==> src/rtl/wildcard_match_engine.sv <==
// wildcard_match_engine
//   Two-stage pipelined wildcard matcher. Each accepted word is compared against
//   NUM_PAT programmable pattern/mask entries (mask bit 1 = don't care).
//   S1 registers the per-entry hit vector and an input X/Z flag. S2 registers
//   the encoded result: the hit vector, any_hit, and the lowest hitting index.
//   A saturating counter tracks delivered results that had any hit.
//
// Ports
//   clk, rst_n       clock (rising edge), asynchronous active-low reset
//   cfg_*            pattern table write port (cfg_we strobes entry cfg_idx)
//   in_valid/ready   input handshake, in_data is the word to match
//   out_valid/ready  output handshake, out_* result fields
//   cnt_clr          synchronous clear of hit_count (wins over increment)
//   hit_count        saturating count of hit results delivered downstream
module wildcard_match_engine #(
  parameter int unsigned WIDTH   = 8,
  parameter int unsigned NUM_PAT = 4,
  parameter int unsigned XZ_WILD = 0,
  parameter int unsigned CNT_W   = 16,
  localparam int unsigned IDX_W  = (NUM_PAT > 1) ? $clog2(NUM_PAT) : 1
) (
  input  logic               clk,
  input  logic               rst_n,
  input  logic               cfg_we,
  input  logic [IDX_W-1:0]   cfg_idx,
  input  logic [WIDTH-1:0]   cfg_pattern,
  input  logic [WIDTH-1:0]   cfg_mask,
  input  logic               cfg_en,
  input  logic               in_valid,
  output logic               in_ready,
  input  logic [WIDTH-1:0]   in_data,
  output logic               out_valid,
  input  logic               out_ready,
  output logic [NUM_PAT-1:0] out_hit_vec,
  output logic               out_any_hit,
  output logic [IDX_W-1:0]   out_first_idx,
  output logic               out_xz,
  input  logic               cnt_clr,
  output logic [CNT_W-1:0]   hit_count
);

  localparam logic XzWildEn = (XZ_WILD != 0);

  // Pattern table
  logic [WIDTH-1:0]   pat_q  [NUM_PAT];
  logic [WIDTH-1:0]   mask_q [NUM_PAT];
  logic [NUM_PAT-1:0] en_q;

  // Pipeline state
  logic               s1_valid_q;
  logic [NUM_PAT-1:0] s1_hit_q;
  logic               s1_xz_q;
  logic               s2_valid_q;
  logic [NUM_PAT-1:0] s2_hit_q;
  logic               s2_any_q;
  logic [IDX_W-1:0]   s2_idx_q;
  logic               s2_xz_q;
  logic [CNT_W-1:0]   cnt_q;

  logic               s1_adv;
  logic               s2_adv;
  logic [WIDTH-1:0]   xz_bits;
  logic               xz_d;
  logic [NUM_PAT-1:0] hit_d;
  logic [IDX_W-1:0]   first_idx_d;

  assign s2_adv   = !s2_valid_q || out_ready;
  assign s1_adv   = !s1_valid_q || s2_adv;
  assign in_ready = s1_adv;

  always_ff @(posedge clk or negedge rst_n) begin
    if (!rst_n) begin
      for (int i = 0; i < NUM_PAT; i++) begin
        pat_q[i]  <= '0;
        mask_q[i] <= '0;
      end
      en_q <= '0;
    end else if (cfg_we && (32'(cfg_idx) < NUM_PAT)) begin
      pat_q[cfg_idx]  <= cfg_pattern;
      mask_q[cfg_idx] <= cfg_mask;
      en_q[cfg_idx]   <= cfg_en;
    end
  end

  // A bit that is neither 0 nor 1 is X or Z; always 0 in a 2-state simulator.
  always_comb begin
    xz_bits = '0;
    for (int b = 0; b < WIDTH; b++) begin
      xz_bits[b] = (in_data[b] !== 1'b0) && (in_data[b] !== 1'b1);
    end
    xz_d = |xz_bits;
  end

  // Case equality: an X/Z input bit never equals a 0/1 pattern bit unless
  // XZ_WILD turns such bits into wildcards.
  always_comb begin
    hit_d = '0;
    for (int i = 0; i < NUM_PAT; i++) begin
      hit_d[i] = en_q[i];
      for (int b = 0; b < WIDTH; b++) begin
        hit_d[i] = hit_d[i] & (mask_q[i][b] | (in_data[b] === pat_q[i][b]) |
                               (XzWildEn & xz_bits[b]));
      end
    end
  end

  // Lowest index wins: scan from the top so the lowest hit overwrites last.
  always_comb begin
    first_idx_d = '0;
    for (int i = NUM_PAT - 1; i >= 0; i--) begin
      if (s1_hit_q[i]) begin
        first_idx_d = IDX_W'(i);
      end
    end
  end

  always_ff @(posedge clk or negedge rst_n) begin
    if (!rst_n) begin
      s1_valid_q <= 1'b0;
      s1_hit_q   <= '0;
      s1_xz_q    <= 1'b0;
      s2_valid_q <= 1'b0;
      s2_hit_q   <= '0;
      s2_any_q   <= 1'b0;
      s2_idx_q   <= '0;
      s2_xz_q    <= 1'b0;
    end else begin
      if (s1_adv) begin
        s1_valid_q <= in_valid;
        if (in_valid) begin
          s1_hit_q <= hit_d;
          s1_xz_q  <= xz_d;
        end
      end
      // Result fields only load with a new word, so they hold while stalled.
      if (s2_adv) begin
        s2_valid_q <= s1_valid_q;
        if (s1_valid_q) begin
          s2_hit_q <= s1_hit_q;
          s2_any_q <= |s1_hit_q;
          s2_idx_q <= first_idx_d;
          s2_xz_q  <= s1_xz_q;
        end
      end
    end
  end

  always_ff @(posedge clk or negedge rst_n) begin
    if (!rst_n) begin
      cnt_q <= '0;
    end else if (cnt_clr) begin
      cnt_q <= '0;
    end else if (s2_valid_q && out_ready && s2_any_q && (cnt_q != {CNT_W{1'b1}})) begin
      cnt_q <= cnt_q + CNT_W'(1);
    end
  end

  assign out_valid     = s2_valid_q;
  assign out_hit_vec   = s2_hit_q;
  assign out_any_hit   = s2_any_q;
  assign out_first_idx = s2_idx_q;
  assign out_xz        = s2_xz_q;
  assign hit_count     = cnt_q;

endmodule
==> config.mk <==
export PLATFORM = sky130hd
export DESIGN_NAME = wildcard_match_engine
export DESIGN_NICKNAME = d
export VERILOG_FILES = /design/src/rtl/wildcard_match_engine.sv
export SDC_FILE = /design/constraint.sdc
export NUM_CORES = 1
export LEC_CHECK = 0
export BUFFER_PORTS_ARGS = -buffer_cell sky130_fd_sc_hd__buf_4
export CORE_ASPECT_RATIO = 0.75
export CORE_MARGIN = 2
export CORE_UTILIZATION = 47
export CTS_CLUSTER_SIZE = 30
export DETAILED_ROUTE_END_ITERATION = 10
export HOLD_SLACK_MARGIN = 0.03
export PLACE_DENSITY = 0.67
export SYNTH_ARGS = -nofsm -noshare
export SYNTH_HDL_FRONTEND = slang
export SYNTH_SLANG_ARGS = --single-unit
export TNS_END_PERCENT = 50
==> constraint.sdc <==
create_clock -name clk -period 2.3 [get_ports clk]
set_input_delay 0 -clock clk [delete_from_list [all_inputs] [get_ports clk]]
set_output_delay 0 -clock clk [all_outputs]
set_load 0.03 [all_outputs]
# Word level (Yosys, flattened, before mapping)
# Index checks and enable logic that the tools add are counted.
# totals
ff_bits	99
in_bits	33
elab_cells	172
# classes
addsub	1
order_cmp	4
eq_ne	49
n_mux	13
bitwise_logic	65
n_reduce_logical	22
# op_table
cell	n
$bwmux W32	2
$and A1 B1 Y1	32
$eqx A1 B1 Y1	32
$mux W16	2
$or A1 B1 Y1	32
$add A16 B1 Y16 const B	1
$demux W8 S2	1
$ne A16 B16 Y1 const B	1
$nex A1 B1 Y1 const B	16
$logic_and A1 B1 Y1	13
$mux W2	4
$mux W8	1
$reduce_or A8 Y1	1
$bwmux W4	1
$reduce_and A2 Y1	2
$reduce_or A4 Y1	1
$ge A3 B3 Y1 const B	1
$lt A2 B3 Y1 const B	1
$lt A3 B1 Y1 const B	1
$not A2 Y3	1
$demux W1 S2	1
$ge A2 B1 Y1 const B	1
$logic_not A1 Y1	2
$logic_or A1 B1 Y1	2
other kinds (2)	2

# Depth between registers and ports, before layout
# logic_depth
ltp_word	10
depth_mapped	5
mapped_depth_nobuf	5

# Worst setup path after synthesis
# No wires, ideal clock.
# synth_path
path_type	reg-to-reg
startpoint	reg s2_valid_q (netlist: out_valid)
endpoint	reg cnt_q[9] (netlist: hit_count[9])
setup_time_ns	0.128
t_arrival_ns	1.734
required_time_ns	2.172
setup_slack_ns	0.438
path_stages_with_launch	6
n_path_buf	1
synth_period_minus_slack_ns	1.862
path_cell_list	dfrtp_1 -> nand3_2 -> or2_0 -> buf_2 -> a2111oi_2 -> mux2_1
# synth_between
elab_chain_cells	4
# synth_lines
item	line_no	source
from (decl)	53	logic s2_valid_q;
from (signal assigned)	137	s2_valid_q <= s1_valid_q;
$logic_and A1 B1 Y1 (3 in a row)	153	end else if (s2_valid_q && out_ready && s2_any_q && (cnt_q != {CNT_W{1'b1}})) begin
$reduce_bool A2 Y1 (no source line)	-	
to (signal assigned)	154	cnt_q <= cnt_q + CNT_W'(1);
to (decl)	58	logic [CNT_W-1:0] cnt_q;
# No other way between the ends.
# A chain may end at the register's enable or synchronous reset.

# Final worst setup path
# layout_path
startpoint	reg cnt_q[0] (netlist: hit_count[0])
endpoint	reg cnt_q[9] (netlist: hit_count[9])
# layout_between
elab_chain_cells	3
word_cells_on_any_way	6
cone_classes	add/sub (1); eq/ne (1); mux (2); reduce/logical (2)
# layout_lines
item	line_no
$add A16 B1 Y16 / $ne A16 B16 Y1 (equally long branches)	154, 153
$mux W16 / $logic_and A1 B1 Y1 (equally long branches)	153
$mux W16 / $reduce_bool A2 Y1 (equally long branches)	-
# Parallel ways exist; a longest one is shown, timed or not. The select of a mux whose other input is x is not followed.

==> flow_results.org <==
** Route
- For this run, design rule violations remaining after detail routing come to 0.
- The final layout contains routed wiring with a total length of 9.454 mm.
- Dividing the detail-routed via count by the number of cells gives 5.254.
- Iteration count of the initial detailed-routing pass :: 4
- In this run, the number of DRC markers left after iteration 0 of detailed routing was 250.
- After detailed routing, the average wire length per cell comes to 16.59 um.
- Detail Route Antenna Nets :: 0
- The routed layout has 2995 vias.

** Synthesis
- Counting flops with a built-in enable in the synthesized netlist gives 0.
- Yosys warnings :: 0
- Count of different cell masters after synthesis :: 42
- Among all flip-flop cells after synthesis, the most frequent one is dfrtp_1.
- A synthesized cell averages 12.43 um2.
- Summing the sequential cell areas from Yosys gives 54.24% of the chip area.
- Counting flops and latches in the post-synthesis netlist gives 97.
- After synthesis, the largest area contributor takes up 54.24% of total cell area.
- The synthesized design spends more area on one cell type than any other, namely dfrtp_1.
- In the synthesized netlist the async set-or-reset flop fraction comes to between 90% and 100%.
- Post-synthesis net count :: 394
- The cell count after synthesis came out at 360.
- Cell types occupying the most area after synthesis :: dfrtp_1, mux2_2, xnor2_1
- The mapped netlist covers around 4500 um2.

** Setup path
- Endpoint of the worst-slack reg-to-reg timing path :: hit_count[9]
- The worst register-to-register path has a depth of 5.
- In this run the critical register-to-register path is launched from hit_count[0].
- Setup slack on the worst flop-to-flop path :: 0.48 ns
- Critical path capture point type :: flop
- Of all nets on the critical path, the largest fanout is 10.
- Data required time at the worst endpoint :: 2.52 ns
- The worst setup path is launched from a flop.
- Arrival time at the worst endpoint :: 2.04 ns
- The critical path in this run is classified as flop to flop.

** Finish
- For this run, the number of standard cells in the final layout without fillers is 570.
- Leaving out fill and tap cells, the most frequent cell in the layout is dfrtp_1.
- Compared with the post-synthesis result, the final layout area differs by 24.15%.
- Fill cells in the final layout number approximately 790.
- The library cells used most frequently in the layout, excluding fill and tap cells, are dfrtp_1, mux2_2, buf_4.
- The number of antenna diodes in the final layout is 0.
- Final Net Count :: 471
- The finished cells cover about 5600 um2.
- Fraction of layout instances using a drive strength above 1 :: 37.56%

** CTS
- The clock passes through at most 2 buffers.
- Clock-pin slew was measured on the worst setup and hold paths at 0.07 ns.
- CTS built an H-tree with a depth of 3.
- In this run, CTS created clock tree buffers numbering 9.
- Clock latency of the later-clocked register in the worst-skew pair :: 0.34 ns
- Buffer type at the clock tree root :: clkbuf_16
- Gates resized during post-CTS repair numbered 0.
- TritonCTS built the clock tree.
- Counting every sink on the clock net gives 97.

** Global routing
- The number of global-route vias before repair came to 3029.
- The first global-routing pass estimated 15.70 mm of wire.
- Global router's overall resource usage :: 20.12%
- Largest net degree at the start of global routing :: 53
- Summed over all layers, the global routing overflow is 0.
- The initial antenna violation count is 0.

** Die
- The floorplan step defined a die boundary enclosing 10330 um2.
- The floorplan step defined a core boundary enclosing 9159 um2.
- For this design the top-level I/O count stands at 59.
- Die span in x :: 116.7 um
- For this configuration, the core starts out at a cell density of 48.87%.
- Die Y :: 88.51 um
- Cell row count :: 30

** Power and ir drop
- Worst ir drop on vdd :: 665.6 uV
- The clock network accounts for around 33% of the total power.
- Cell Pwr Density :: 801.3 nW/um2
- Sw power :: 0.001162 W
- The internal portion of the total power is 0.003291 W.
- Share of total power in combinational logic :: 18.6%
- Switching portion of total power :: a little over a quarter
- Sequential group share of total power :: between 40% and 50%
- In this run the static leakage power is 2.383 nW.

** Placement
- Routability-driven placement finished with a final weighted congestion of 0.8188.
- Summing all placed instances gives a cell area of a little over 5000 um2.
- DPL Wire Length :: ~6.6 mm
- Count of input and output buffers :: between 50 and 60
- Number of placed cells counting well taps :: 532

** Timing
- For the final database, setup skew stands at 0.006587 ns.
- Final count of hold timing violations :: 0
- Aggregate negative setup slack :: 0 ns
- At the pin with the least slew margin, the transition time is 0.6736 ns.
- Setup violations remaining at the end of the flow were counted as 0.
- Setup repair after global routing missed its margin :: false
- Measured against its own limit, the worst slew margin works out to 55.10%.
- Final Max Tran Viols :: 0
- Minimum clock period :: 1.822 ns
- Timing would allow up to roughly 550 MHz.
- Of the available clock period, the critical path in the final layout requires between 70% and 80%.

** Hold path
- For hold timing, the worst endpoint is s1_hit_q[1].
- Startpoint of the lowest-slack hold path :: in_data[3]
- Worst hold path depth :: 5
- Type of the most critical hold path :: input port to flop

** Run
- Max capacitance violation total :: 0

** Status
- Outcome :: finished, final reports clean
## flip-flops by register name, summed over array words and instances, names as in the netlist
| register | flops |
|---|---|
| out_any_hit | 1 |
| out_hit_vec | 4 |
| s1_valid_q | 1 |
| out_valid | 1 |
| en_q | 4 |
| out_first_idx | 2 |
| s1_hit_q | 4 |
| mask_q | 32 |
| pat_q | 32 |
| hit_count | 16 |
## power by group through the flow
| stage | clock network, W | logic [W] | registers [W] |
|---|---|---|---|
| floorplan | 0 | 0.000498 | 0.00218 |
| global placement | 0 | 0.000786 | 0.00215 |
| CTS | 0.00153 | 0.000841 | 0.00214 |
| finish | 0.00148 | 0.000830 | 0.00214 |
| detailed placement | 0 | 0.000807 | 0.00217 |
| global route | 0.00159 | 0.000914 | 0.00217 |
## repair_timing
action,4_1_cts,5_1_grt
hold buffers,22,0
setup buffers,0,0
endpoints found under the hold margin,123,0
## logic make-up after synthesis
logic type / Yosys count / share of synthesized area, %
compound gates: 43 / 6.290
xor+xnor: 32 / 6.262
fa+ha+maj: 1 / 0.2795
buf+inv: 25 / 2.348
flops: 97 / 54.24
mux: 82 / 20.60
other cells: 1 / 0.08379
simple gates: 79 / 9.897
## cell type report
cell class / instances / area (um2) / area share, %
sequential: 97 / 2427 / 43.68
clock inverter: 5 / 55.05 / 0.9908
inverter: 6 / 22.52 / 0.4053
clock buffer: 11 / 242.7 / 4.368
multi-input combinational: 238 / 1943 / 34.97
tap: 128 / 160.2 / 2.882
timing repair buffer: 85 / 705.7 / 12.70
## synth_stat cells (3+ instances only)
master / number
nor2b_1: 7
o22ai_1: 12
clkbuf_1: 12
dfrtp_1: 97
mux2_2: 80
nor3_1: 14
nor2_1: 19
a22o_1: 4
a211oi_1: 5
xnor2_1: 32
nand2_1: 10
inv_1: 6
nand3_1: 3
a21oi_1: 11
nand3b_1: 3
nand2b_1: 4
o21ai_0: 6
nand4_1: 3
buf_2: 6
## worst max path at each step
stage	startpoint	endpoint
6_report	hit_count[0]	hit_count[9]
3_5_place_dp	out_valid	hit_count[9]
4_1_cts	out_valid	hit_count[9]
2_1_floorplan	out_valid	hit_count[9]
5_1_grt	hit_count[3]	hit_count[13]
3_3_place_gp	hit_count[0]	hit_count[9]
## critical path: stages (launching register included)
cell and delay, ns:
dfrtp_1 0.43, ha_1 0.27, nand2_1 0.16, nor3_4 0.10, a2111oi_2 0.38, mux2_1 0.36
## routing by layer
| layer | up-vias | global-route usage [%] | wire length [um] |
|---|---|---|---|
| met2 | 49 | 30.74 | 4338 |
| met4 | 0 | 5.561 | 101 |
| met1 | 1510 | 29.09 | 4730 |
| li1 | 1429 | - | - |
| met3 | 7 | 4.726 | 282 |
| met5 | - | 0 | 0 |
## through the flow
| step | hold slack [ns] | util (%) | worst slack, ns | total power [W] |
|---|---|---|---|---|
| after floorplan | -0.2956 | - | 0.4383 | 0.002679 |
| after global placement | 0.08217 | 55.01 | 0.5487 | 0.002938 |
| after detailed placement | 0.08829 | 55.01 | 0.4946 | 0.002975 |
| after CTS | 0.2058 | 60.67 | 0.4717 | 0.004506 |
| after global routing | 0.2349 | 60.67 | 0.3367 | 0.004676 |
| final | 0.2080 | 60.67 | 0.4777 | 0.004453 |
No activity file was read; power rests on OpenSTA's default activity.
